<file path="src/rtl/hack_mem_arbiter_pkg.sv">
// hack_mem_pkg: shared types and constants for the Hack RAM16K arbiter
// Contents: owner tags, arbiter state codes, default address/data widths.
package hack_mem_pkg;
  localparam int HACK_ADDR_W = 14;
  localparam int HACK_DATA_W = 16;
  typedef enum logic [1:0] {OWN_NONE, OWN_C, OWN_D} owner_e;
  typedef logic [1:0] arb_state_t;
  localparam arb_state_t S_IDLE   = 2'd0;
  localparam arb_state_t S_OWN_C  = 2'd1;
  localparam arb_state_t S_OWN_D  = 2'd2;
  localparam arb_state_t S_LOCK_D = 2'd3;
endpackage

</file>
<file path="src/rtl/hack_mem_arbiter_if.sv">
// hack_mem_arbiter_if: CPU (c_*), DMA (d_*) and RAM (mem_*) signal bundle
// slave: arbiter side (takes requests and mem_dout, drives grants/returns/RAM).
// master: requester/RAM side (the opposite directions).
interface hack_mem_arbiter_if import hack_mem_pkg::*; #(
  parameter int ADDR_W = HACK_ADDR_W,
  parameter int DATA_W = HACK_DATA_W
);
  logic              c_req, c_we, c_gnt, c_rvalid, cpu_stall;
  logic [ADDR_W-1:0] c_addr;
  logic [DATA_W-1:0] c_wdata, c_rdata;
  logic              d_req, d_lock, d_we, d_gnt, d_rvalid;
  logic [ADDR_W-1:0] d_addr;
  logic [DATA_W-1:0] d_wdata, d_rdata;
  logic [ADDR_W-1:0] mem_addr;
  logic              mem_we;
  logic [DATA_W-1:0] mem_din, mem_dout;
  modport slave (
    input  c_req, c_we, c_addr, c_wdata, d_req, d_lock, d_we, d_addr, d_wdata, mem_dout,
    output c_gnt, c_rvalid, c_rdata, cpu_stall, d_gnt, d_rvalid, d_rdata, mem_addr, mem_we, mem_din
  );
  modport master (
    output c_req, c_we, c_addr, c_wdata, d_req, d_lock, d_we, d_addr, d_wdata, mem_dout,
    input  c_gnt, c_rvalid, c_rdata, cpu_stall, d_gnt, d_rvalid, d_rdata, mem_addr, mem_we, mem_din
  );
endinterface

</file>
<file path="src/rtl/hack_mem_arbiter_rr_arb2.sv">
// hack_rr_arb2: two-request round-robin grant generator with a locked burst for port D
// Ports: c_req_i/d_req_i requests, d_lock_i burst hold, c_gnt_o/d_gnt_o one-hot-or-zero grants.
module hack_rr_arb2 import hack_mem_pkg::*; #(
  parameter int MAX_BURST = 8
) (
  input  logic clk,
  input  logic rst_n,
  input  logic c_req_i,
  input  logic d_req_i,
  input  logic d_lock_i,
  output logic c_gnt_o,
  output logic d_gnt_o
);
  arb_state_t state_q, state_d;
  owner_e     last_q, last_d;
  logic [7:0] bcnt_q, bcnt_d;
  logic       hold, at_max;
  always_comb begin
    hold    = state_q == S_LOCK_D && d_req_i && d_lock_i;
    at_max  = bcnt_q == 8'(MAX_BURST);
    // a held lock only yields once the burst budget is spent and C is actually waiting
    c_gnt_o = hold ? at_max && c_req_i : c_req_i && (!d_req_i || last_q == OWN_D);
    d_gnt_o = d_req_i && !c_gnt_o;
    state_d = c_gnt_o ? S_OWN_C : !d_gnt_o ? S_IDLE : d_lock_i ? S_LOCK_D : S_OWN_D;
    last_d  = c_gnt_o ? OWN_C : d_gnt_o ? OWN_D : last_q;
    bcnt_d  = !(d_gnt_o && d_lock_i) ? 8'd0 : !hold ? 8'd1 : at_max ? bcnt_q : bcnt_q + 8'd1;
  end
  always_ff @(posedge clk or negedge rst_n)
    if (!rst_n) begin
      state_q <= S_IDLE;
      last_q  <= OWN_D;
      bcnt_q  <= 8'd0;
    end else begin
      state_q <= state_d;
      last_q  <= last_d;
      bcnt_q  <= bcnt_d;
    end
endmodule

</file>
<file path="src/rtl/hack_mem_arbiter.sv">
// hack_mem_arbiter: shares one RAM16K port between the Hack CPU (C) and a DMA engine (D)
// Ports: clk, rst_n (async active-low), bus (slave modport: requests, grants, read returns, RAM).
// Accesses issue to registered mem_* one cycle after grant; reads return two cycles after grant.
module hack_mem_arbiter import hack_mem_pkg::*; #(
  parameter int ADDR_W    = HACK_ADDR_W,
  parameter int DATA_W    = HACK_DATA_W,
  parameter int MAX_BURST = 8
) (
  input logic               clk,
  input logic               rst_n,
  hack_mem_arbiter_if.slave bus
);
  logic              c_gnt, d_gnt, c_rv, d_rv;
  logic              we_q, we_d;
  logic [ADDR_W-1:0] addr_q, addr_d;
  logic [DATA_W-1:0] din_q, din_d;
  owner_e            p1_q, p1_d, p2_q;
  hack_rr_arb2 #(.MAX_BURST(MAX_BURST)) u_arb (
    .clk(clk), .rst_n(rst_n),
    .c_req_i(bus.c_req), .d_req_i(bus.d_req), .d_lock_i(bus.d_lock),
    .c_gnt_o(c_gnt), .d_gnt_o(d_gnt)
  );
  always_comb begin
    we_d   = c_gnt ? bus.c_we : d_gnt && bus.d_we;
    addr_d = c_gnt ? bus.c_addr : d_gnt ? bus.d_addr : addr_q;
    din_d  = c_gnt ? bus.c_wdata : d_gnt ? bus.d_wdata : din_q;
    // owner tag doubles as the valid bit: OWN_NONE means no read in this stage
    p1_d   = c_gnt && !bus.c_we ? OWN_C : d_gnt && !bus.d_we ? OWN_D : OWN_NONE;
  end
  always_ff @(posedge clk or negedge rst_n)
    if (!rst_n) begin
      we_q   <= 1'b0;
      addr_q <= '0;
      din_q  <= '0;
      p1_q   <= OWN_NONE;
      p2_q   <= OWN_NONE;
    end else begin
      we_q   <= we_d;
      addr_q <= addr_d;
      din_q  <= din_d;
      p1_q   <= p1_d;
      p2_q   <= p1_q;
    end
  assign c_rv          = p2_q == OWN_C;
  assign d_rv          = p2_q == OWN_D;
  assign bus.c_gnt     = c_gnt;
  assign bus.d_gnt     = d_gnt;
  assign bus.cpu_stall = bus.c_req && !c_gnt;
  assign bus.mem_we    = we_q;
  assign bus.mem_addr  = addr_q;
  assign bus.mem_din   = din_q;
  assign bus.c_rvalid  = c_rv;
  assign bus.d_rvalid  = d_rv;
  assign bus.c_rdata   = c_rv ? bus.mem_dout : '0;
  assign bus.d_rdata   = d_rv ? bus.mem_dout : '0;
endmodule
</file>
<file path="src/flat_wrapper.sv">
// flat-port wrapper written by rule: the top's interface ports become plain ports
module hack_mem_arbiter_flat import hack_mem_pkg::*;
#(
  parameter int ADDR_W    = HACK_ADDR_W,
  parameter int DATA_W    = HACK_DATA_W,
  parameter int MAX_BURST = 8
)
  (clk, rst_n, bus_c_req, bus_c_we, bus_c_addr, bus_c_wdata, bus_d_req, bus_d_lock, bus_d_we, bus_d_addr, bus_d_wdata, bus_mem_dout, bus_c_gnt, bus_c_rvalid, bus_c_rdata, bus_cpu_stall, bus_d_gnt, bus_d_rvalid, bus_d_rdata, bus_mem_addr, bus_mem_we, bus_mem_din);
  hack_mem_arbiter_if #(.ADDR_W(ADDR_W), .DATA_W(DATA_W)) bus_i ();
  input logic clk;
  input logic rst_n;
  input wire logic [$bits(bus_i.c_req)-1:0] bus_c_req;
  input wire logic [$bits(bus_i.c_we)-1:0] bus_c_we;
  input wire logic [$bits(bus_i.c_addr)-1:0] bus_c_addr;
  input wire logic [$bits(bus_i.c_wdata)-1:0] bus_c_wdata;
  input wire logic [$bits(bus_i.d_req)-1:0] bus_d_req;
  input wire logic [$bits(bus_i.d_lock)-1:0] bus_d_lock;
  input wire logic [$bits(bus_i.d_we)-1:0] bus_d_we;
  input wire logic [$bits(bus_i.d_addr)-1:0] bus_d_addr;
  input wire logic [$bits(bus_i.d_wdata)-1:0] bus_d_wdata;
  input wire logic [$bits(bus_i.mem_dout)-1:0] bus_mem_dout;
  output wire logic [$bits(bus_i.c_gnt)-1:0] bus_c_gnt;
  output wire logic [$bits(bus_i.c_rvalid)-1:0] bus_c_rvalid;
  output wire logic [$bits(bus_i.c_rdata)-1:0] bus_c_rdata;
  output wire logic [$bits(bus_i.cpu_stall)-1:0] bus_cpu_stall;
  output wire logic [$bits(bus_i.d_gnt)-1:0] bus_d_gnt;
  output wire logic [$bits(bus_i.d_rvalid)-1:0] bus_d_rvalid;
  output wire logic [$bits(bus_i.d_rdata)-1:0] bus_d_rdata;
  output wire logic [$bits(bus_i.mem_addr)-1:0] bus_mem_addr;
  output wire logic [$bits(bus_i.mem_we)-1:0] bus_mem_we;
  output wire logic [$bits(bus_i.mem_din)-1:0] bus_mem_din;
  assign bus_i.c_req = bus_c_req;
  assign bus_i.c_we = bus_c_we;
  assign bus_i.c_addr = bus_c_addr;
  assign bus_i.c_wdata = bus_c_wdata;
  assign bus_i.d_req = bus_d_req;
  assign bus_i.d_lock = bus_d_lock;
  assign bus_i.d_we = bus_d_we;
  assign bus_i.d_addr = bus_d_addr;
  assign bus_i.d_wdata = bus_d_wdata;
  assign bus_i.mem_dout = bus_mem_dout;
  assign bus_c_gnt = bus_i.c_gnt;
  assign bus_c_rvalid = bus_i.c_rvalid;
  assign bus_c_rdata = bus_i.c_rdata;
  assign bus_cpu_stall = bus_i.cpu_stall;
  assign bus_d_gnt = bus_i.d_gnt;
  assign bus_d_rvalid = bus_i.d_rvalid;
  assign bus_d_rdata = bus_i.d_rdata;
  assign bus_mem_addr = bus_i.mem_addr;
  assign bus_mem_we = bus_i.mem_we;
  assign bus_mem_din = bus_i.mem_din;
  hack_mem_arbiter #(.ADDR_W(ADDR_W), .DATA_W(DATA_W), .MAX_BURST(MAX_BURST)) u_core (.clk(clk), .rst_n(rst_n), .bus(bus_i));
endmodule
</file>
<file path="config.mk">
export PLATFORM = sky130hd
export DESIGN_NAME = hack_mem_arbiter_flat
export DESIGN_NICKNAME = d
export VERILOG_FILES = /design/src/rtl/hack_mem_arbiter_pkg.sv /design/src/rtl/hack_mem_arbiter_if.sv /design/src/rtl/hack_mem_arbiter_rr_arb2.sv /design/src/rtl/hack_mem_arbiter.sv /design/src/flat_wrapper.sv
export SDC_FILE = /design/constraint.sdc
export NUM_CORES = 1
export LEC_CHECK = 0
export CAP_MARGIN = 20
export CORE_MARGIN = 2
export CORE_UTILIZATION = 35
export CTS_CLUSTER_DIAMETER = 150
export DETAILED_ROUTE_END_ITERATION = 7
export DONT_BUFFER_PORTS = 1
export PLACE_DENSITY = 0.55
export SYNTH_ARGS = -nofsm -noshare
export SYNTH_HDL_FRONTEND = slang
export SYNTH_SLANG_ARGS = --single-unit
</file>
<file path="constraint.sdc">
create_clock -name clk -period 3.5 [get_ports clk]
set_input_delay 0.525 -clock clk [delete_from_list [all_inputs] [get_ports clk]]
set_output_delay 0.525 -clock clk [all_outputs]
set_load 0.01 [all_outputs]
</file>
Word level (Yosys, flattened, before mapping)
Index checks and enable logic that the tools add are counted.
{ "word_totals": {"ff_bits": 47, "elab_cells": 49, "output_inout_bits": 68, "in_bits": 83} }
{ "classes": {"n_reduce_logical": 16, "n_addsub": 1, "muxes": 18, "n_eq_ne": 6} }
{ "ops": {"columns": ["cell", "count"], "rows": [
  ["2-to-1 mux 16 bit", 4],
  ["2-to-1 mux 14 bit", 2],
  ["2-to-1 mux 8 bit", 3],
  ["2-to-1 mux 2 bit", 6],
  ["logical AND 1 bit", 10],
  ["adder 8 x 1 -> 8 bit (second input constant)", 1],
  ["== test 8 x 4 -> 1 bit (second input constant)", 1],
  ["== test 2 bit (second input constant)", 3],
  ["zero test 1 bit", 4],
  ["2-to-1 mux 1 bit", 3],
  ["!= test 3 bit (second input constant)", 1],
  ["== test 2 x 1 -> 1 bit (second input constant)", 1],
  ["nonzero test 2 bit", 1],
  ["logical OR 1 bit", 1]
]} }

Longest topological paths before layout
{ "depth": {"word_depth": 9, "depth_mapped": 8, "ltp_nobuf": 7} }

Modules after synthesis
From an unflattened synthesis, not the netlist that was laid out.
{ "hier_totals": {"cells_unflattened": 241, "hier_area_um2": 2446.1} }
{ "modules_own_cells": {"columns": ["mod", "cells_each", "n_inst", "seq_area_each_um2", "area_per_inst_um2"], "rows": [
  ["hack_mem_arbiter", 178, 1, 875.8, 1821.7],
  ["hack_rr_arb2", 63, 1, 301.5, 624.3]
]} }

Worst setup path before layout
Ideal clock, no wire load.
{ "synth_path": {"kind": "flip-flop to output port", "startpoint": "reg u_core.u_arb.bcnt_q[0]", "endpoint": "out bus_d_gnt", "required_ns": 2.975, "n_path_buf": 1, "arrival_ns": 1.778, "setup_slack_ns": 1.197, "path_stages_with_launch": 8, "cell_sequence": "dfrtp_1 -> inv_1 -> ha_1 -> or4b_4 -> o21ai_4 -> nand3_4 -> buf_6 -> and2_1"} }
{ "synth_between": {"elab_chain_cells": 5} }
{ "synth_lines": {"columns": ["item", "line_no", "rtl"], "rows": [
  ["start, declared", "hack_mem_arbiter_rr_arb2.sv:16", "logic [7:0] bcnt_q, bcnt_d;"],
  ["start signal, assigned", "hack_mem_arbiter_rr_arb2.sv:36", "bcnt_q <= bcnt_d;"],
  ["== test 8 x 4 -> 1 bit", "hack_mem_arbiter_rr_arb2.sv:20", "at_max = bcnt_q == 8'(MAX_BURST);"],
  ["logical AND 1 bit", "hack_mem_arbiter_rr_arb2.sv:22", "c_gnt_o = hold ? at_max && c_req_i : c_req_i && (!d_req_i || last_q == OWN_D);"],
  ["2-to-1 mux 1 bit", "hack_mem_arbiter_rr_arb2.sv:22", null],
  ["zero test 1 bit", "hack_mem_arbiter_rr_arb2.sv:23", "d_gnt_o = d_req_i && !c_gnt_o;"],
  ["logical AND 1 bit", "hack_mem_arbiter_rr_arb2.sv:23", null],
  ["end, declared", "flat_wrapper.sv:26", "output wire logic [$bits(bus_i.d_gnt)-1:0] bus_d_gnt;"]
]} }
Every way passes these cells.

Worst setup path in the final report
Same ends and word-level chain as after synthesis.

==> results.sh <==
export IMPL_finalWorstSetupSlack_ns=0.620
export IMPL_clockBufferDepth=2
export IMPL_finalCritPeriodShare=0.823
export IMPL_multi_input_area_sq_um=1290
export IMPL_rsz0062_at_grt="false"
export IMPL_hold_path_class="input pin to asynchronous set/reset pin"
export IMPL_crit_fanout=16
export IMPL_grt_pass1_wl_mm=7.38
export IMPL_num_fill_cells=694
export IMPL_track_usage=0.123
export IMPL_grt_pass1_vias=1490
export IMPL_routed_via_count=1539
export IMPL_syn_area_per_cell_sq_um=12.7
export IMPL_slew_limit_headroom=0.383
export IMPL_syn_cell_area_sq_um=2540
export IMPL_gp_congestion=0.764
export IMPL_clock_skew_ns=0.0121
export IMPL_final_layout_size_suffix_gt1_frac=0.378
export IMPL_place_hpwl_mm=3.73
export IMPL_initial_utilization=0.356
export IMPL_htree_levels=2
export IMPL_die_w_microns=89.3
export IMPL_timing_hold_ws_ns=0.0596
export IMPL_synth_seq_cells=47
export IMPL_holdBufCountCts=1
export IMPL_finalPower_uw=1240
export IMPL_preCtsSetupSlack_ns=0.974
export IMPL_die_h_microns=89.3
export IMPL_crit_type="flop to output pin"
export IMPL_die_area_sq_um=7970
export IMPL_syn_nets=285
export IMPL_cts_clk_slew_worst_paths_ns=0.09
export IMPL_finalHoldViolCount=0
export IMPL_synthTopCellsByArea="dfrtp_1 45%, mux2_2 16%, mux2_4 14%, and2_1 8.1%, xor2_1 1.4%"
export IMPL_cp_start_kind="flop"
export IMPL_fin_setup_tns_ns=0
export IMPL_setup_viol=0
export IMPL_synth_distinct_cells=31
export IMPL_final_antenna_net_count=0
export IMPL_via_per_inst=5.11
export IMPL_cts_root_buf="clkbuf_8"
export IMPL_layout_nets=285
export IMPL_leakagePower_uw=0.00122
export IMPL_drtIter0Drc=69
export IMPL_core_sq_um=7140
export IMPL_p_per_area_nw_per_um2=452
export IMPL_top_level_ports=151
export IMPL_required_ns=2.97
export IMPL_post_cts_resized=0
export IMPL_final_max_slew_violation_count=0
export IMPL_outcome="completed"
export IMPL_cts_tree="built"
export IMPL_place_port_buffers=0
export IMPL_cp_data_arrival_time_ns=2.36
export IMPL_ir_drop_mv=0.179
export IMPL_antenna_found_initial=1
export IMPL_num_rows=31
export IMPL_clock_sinks=47
export IMPL_worstSkewPairLatency_ns=0.30
export IMPL_yosysWarnings=0
export IMPL_synth_top_area_cell="dfrtp_1"
export IMPL_netlist_area_leader_share=0.453
export IMPL_route_detailed_drc=0
export IMPL_synthCells=200
export IMPL_wl_per_cell_microns=17.3
export IMPL_seqCellArea_sq_um=1180
export IMPL_wl_mm=5.20
export IMPL_max_freq_mhz=347
export IMPL_grt_overflow_total=0
export IMPL_grt_max_degree=47
export IMPL_crit_path_end_kind="output pin"
export IMPL_tightest_slew_ns=0.924
export IMPL_postCtsSetupBuffers=0
export IMPL_r2r_cells=7
export IMPL_fin_crit_ns=2.88
export IMPL_drv_cap=0
export IMPL_ys_seq_area_frac=0.463
export IMPL_dr_pass1_iters=6
export IMPL_cts_buffers=5
export IMPL_syn2layout_area_growth_pct=8.21
==> report_power, final <==
group          internal, uW  total (uW)  switching [uW]  leakage, uW
combinational           130         212            82.1     0.000598
sequential              605         669            64.2     0.000573
clock                   180         364             184    0.0000505
==> synthesized netlist by cell type <==
| cell type | count |
|---|---|
| a211oi_1 | 1 |
| a21boi_0 | 1 |
| a21oi_1 | 1 |
| and2_1 | 33 |
| and3_1 | 2 |
| and4_1 | 1 |
| buf_6 | 3 |
| clkbuf_1 | 6 |
| dfrtp_1 | 46 |
| dfstp_2 | 1 |
| ha_1 | 2 |
| inv_1 | 5 |
| mux2_2 | 36 |
| mux2_4 | 24 |
| mux2i_1 | 1 |
| nand2_1 | 3 |
| nand2b_1 | 1 |
| nand3_1 | 5 |
| nand3_4 | 1 |
| nand4_1 | 1 |
| nor2_1 | 8 |
| nor2b_1 | 2 |
| nor3_1 | 3 |
| nor3b_1 | 1 |
| o21ai_0 | 1 |
| o21ai_4 | 1 |
| or2_2 | 1 |
| or3b_2 | 1 |
| or4b_4 | 1 |
| xnor2_1 | 3 |
| xor2_1 | 4 |
==> state kept, by name, indices dropped and copies added (netlist names) <==
name,count
u_core.u_arb.bcnt_q,8
u_core.bus.mem_we,1
u_core.bus.mem_din,16
u_core.bus.mem_addr,14
u_core.u_arb.last_q,2
u_core.p1_q,2
u_core.p2_q,2
u_core.u_arb.state_q,2
==> path summary, 6_finish.rpt <==
kind                                        startpoint                      to  slack (ns)
worst max-delay path            u_core.u_arb.bcnt_q[0]               bus_d_gnt        0.62
worst min register to register          u_core.p1_q[0]          u_core.p2_q[0]        0.36
worst max register to register  u_core.u_arb.bcnt_q[0]  u_core.bus.mem_din[10]        0.96
worst min-delay path                             rst_n  u_core.u_arb.last_q[1]        0.06
max in group asynchronous                        rst_n   u_core.bus.mem_din[2]        3.22
min in group clk                              bus_c_we          u_core.p1_q[0]        0.28
==> through the flow <==
stage / area (sq um) / utilization / instances
CTS: 2750 / 0.385 / 300
global placement: 2620 / 0.367 / 291
floorplan: 2540 / - / 200
detailed placement: 2620 / 0.367 / 291
finish: 2750 / 0.386 / 301
global route: 2750 / 0.386 / 301
==> metal layers <==
layer / vias up / global-route usage / wire length (microns)
met2: 118 / 0.204 / 2440
li1: 683 / - / -
met3: 6 / 0.0508 / 576
met1: 732 / 0.140 / 2080
met5: - / 0 / 0
met4: 0 / 0.0502 / 102
==> logic make-up after synthesis <==
kind of cell	Yosys count	synth area share
xor+xnor	7	0.0241
flops	47	0.463
compound gates	5	0.0162
mux	61	0.305
buf+inv	14	0.0295
simple gates	64	0.152
fa+ha+maj	2	0.00984
==> layout make-up <==
cell class                      instances  area share
Antenna cell                            1    0.000909
Clock buffer                            7      0.0350
Timing Repair Buffer                    2      0.0127
Clock inverter                          1     0.00273
Inverter                                5     0.00682
Tap cell                               99      0.0450
Multi-Input combinational cell        139       0.469
Sequential cell                        47       0.428
==> worst max-delay path, cell delays in order (launching register included) <==
cell     delay (ns)
dfrtp_1        0.45
inv_1          0.11
ha_1           0.14
or4b_4         0.49
o21ai_4        0.24
nand3_4        0.31
and2_1         0.33
==> cell usage in the layout (no fill, tap or decap), types with 4 or more instances in the layout <==
master,count
nor2_1,8
mux2_4,24
dfrtp_1,46
and2_1,33
clkbuf_8,7
inv_1,5
nand3_1,5
mux2_2,36
xor2_1,4
No activity file was read; power rests on OpenSTA's default activity.
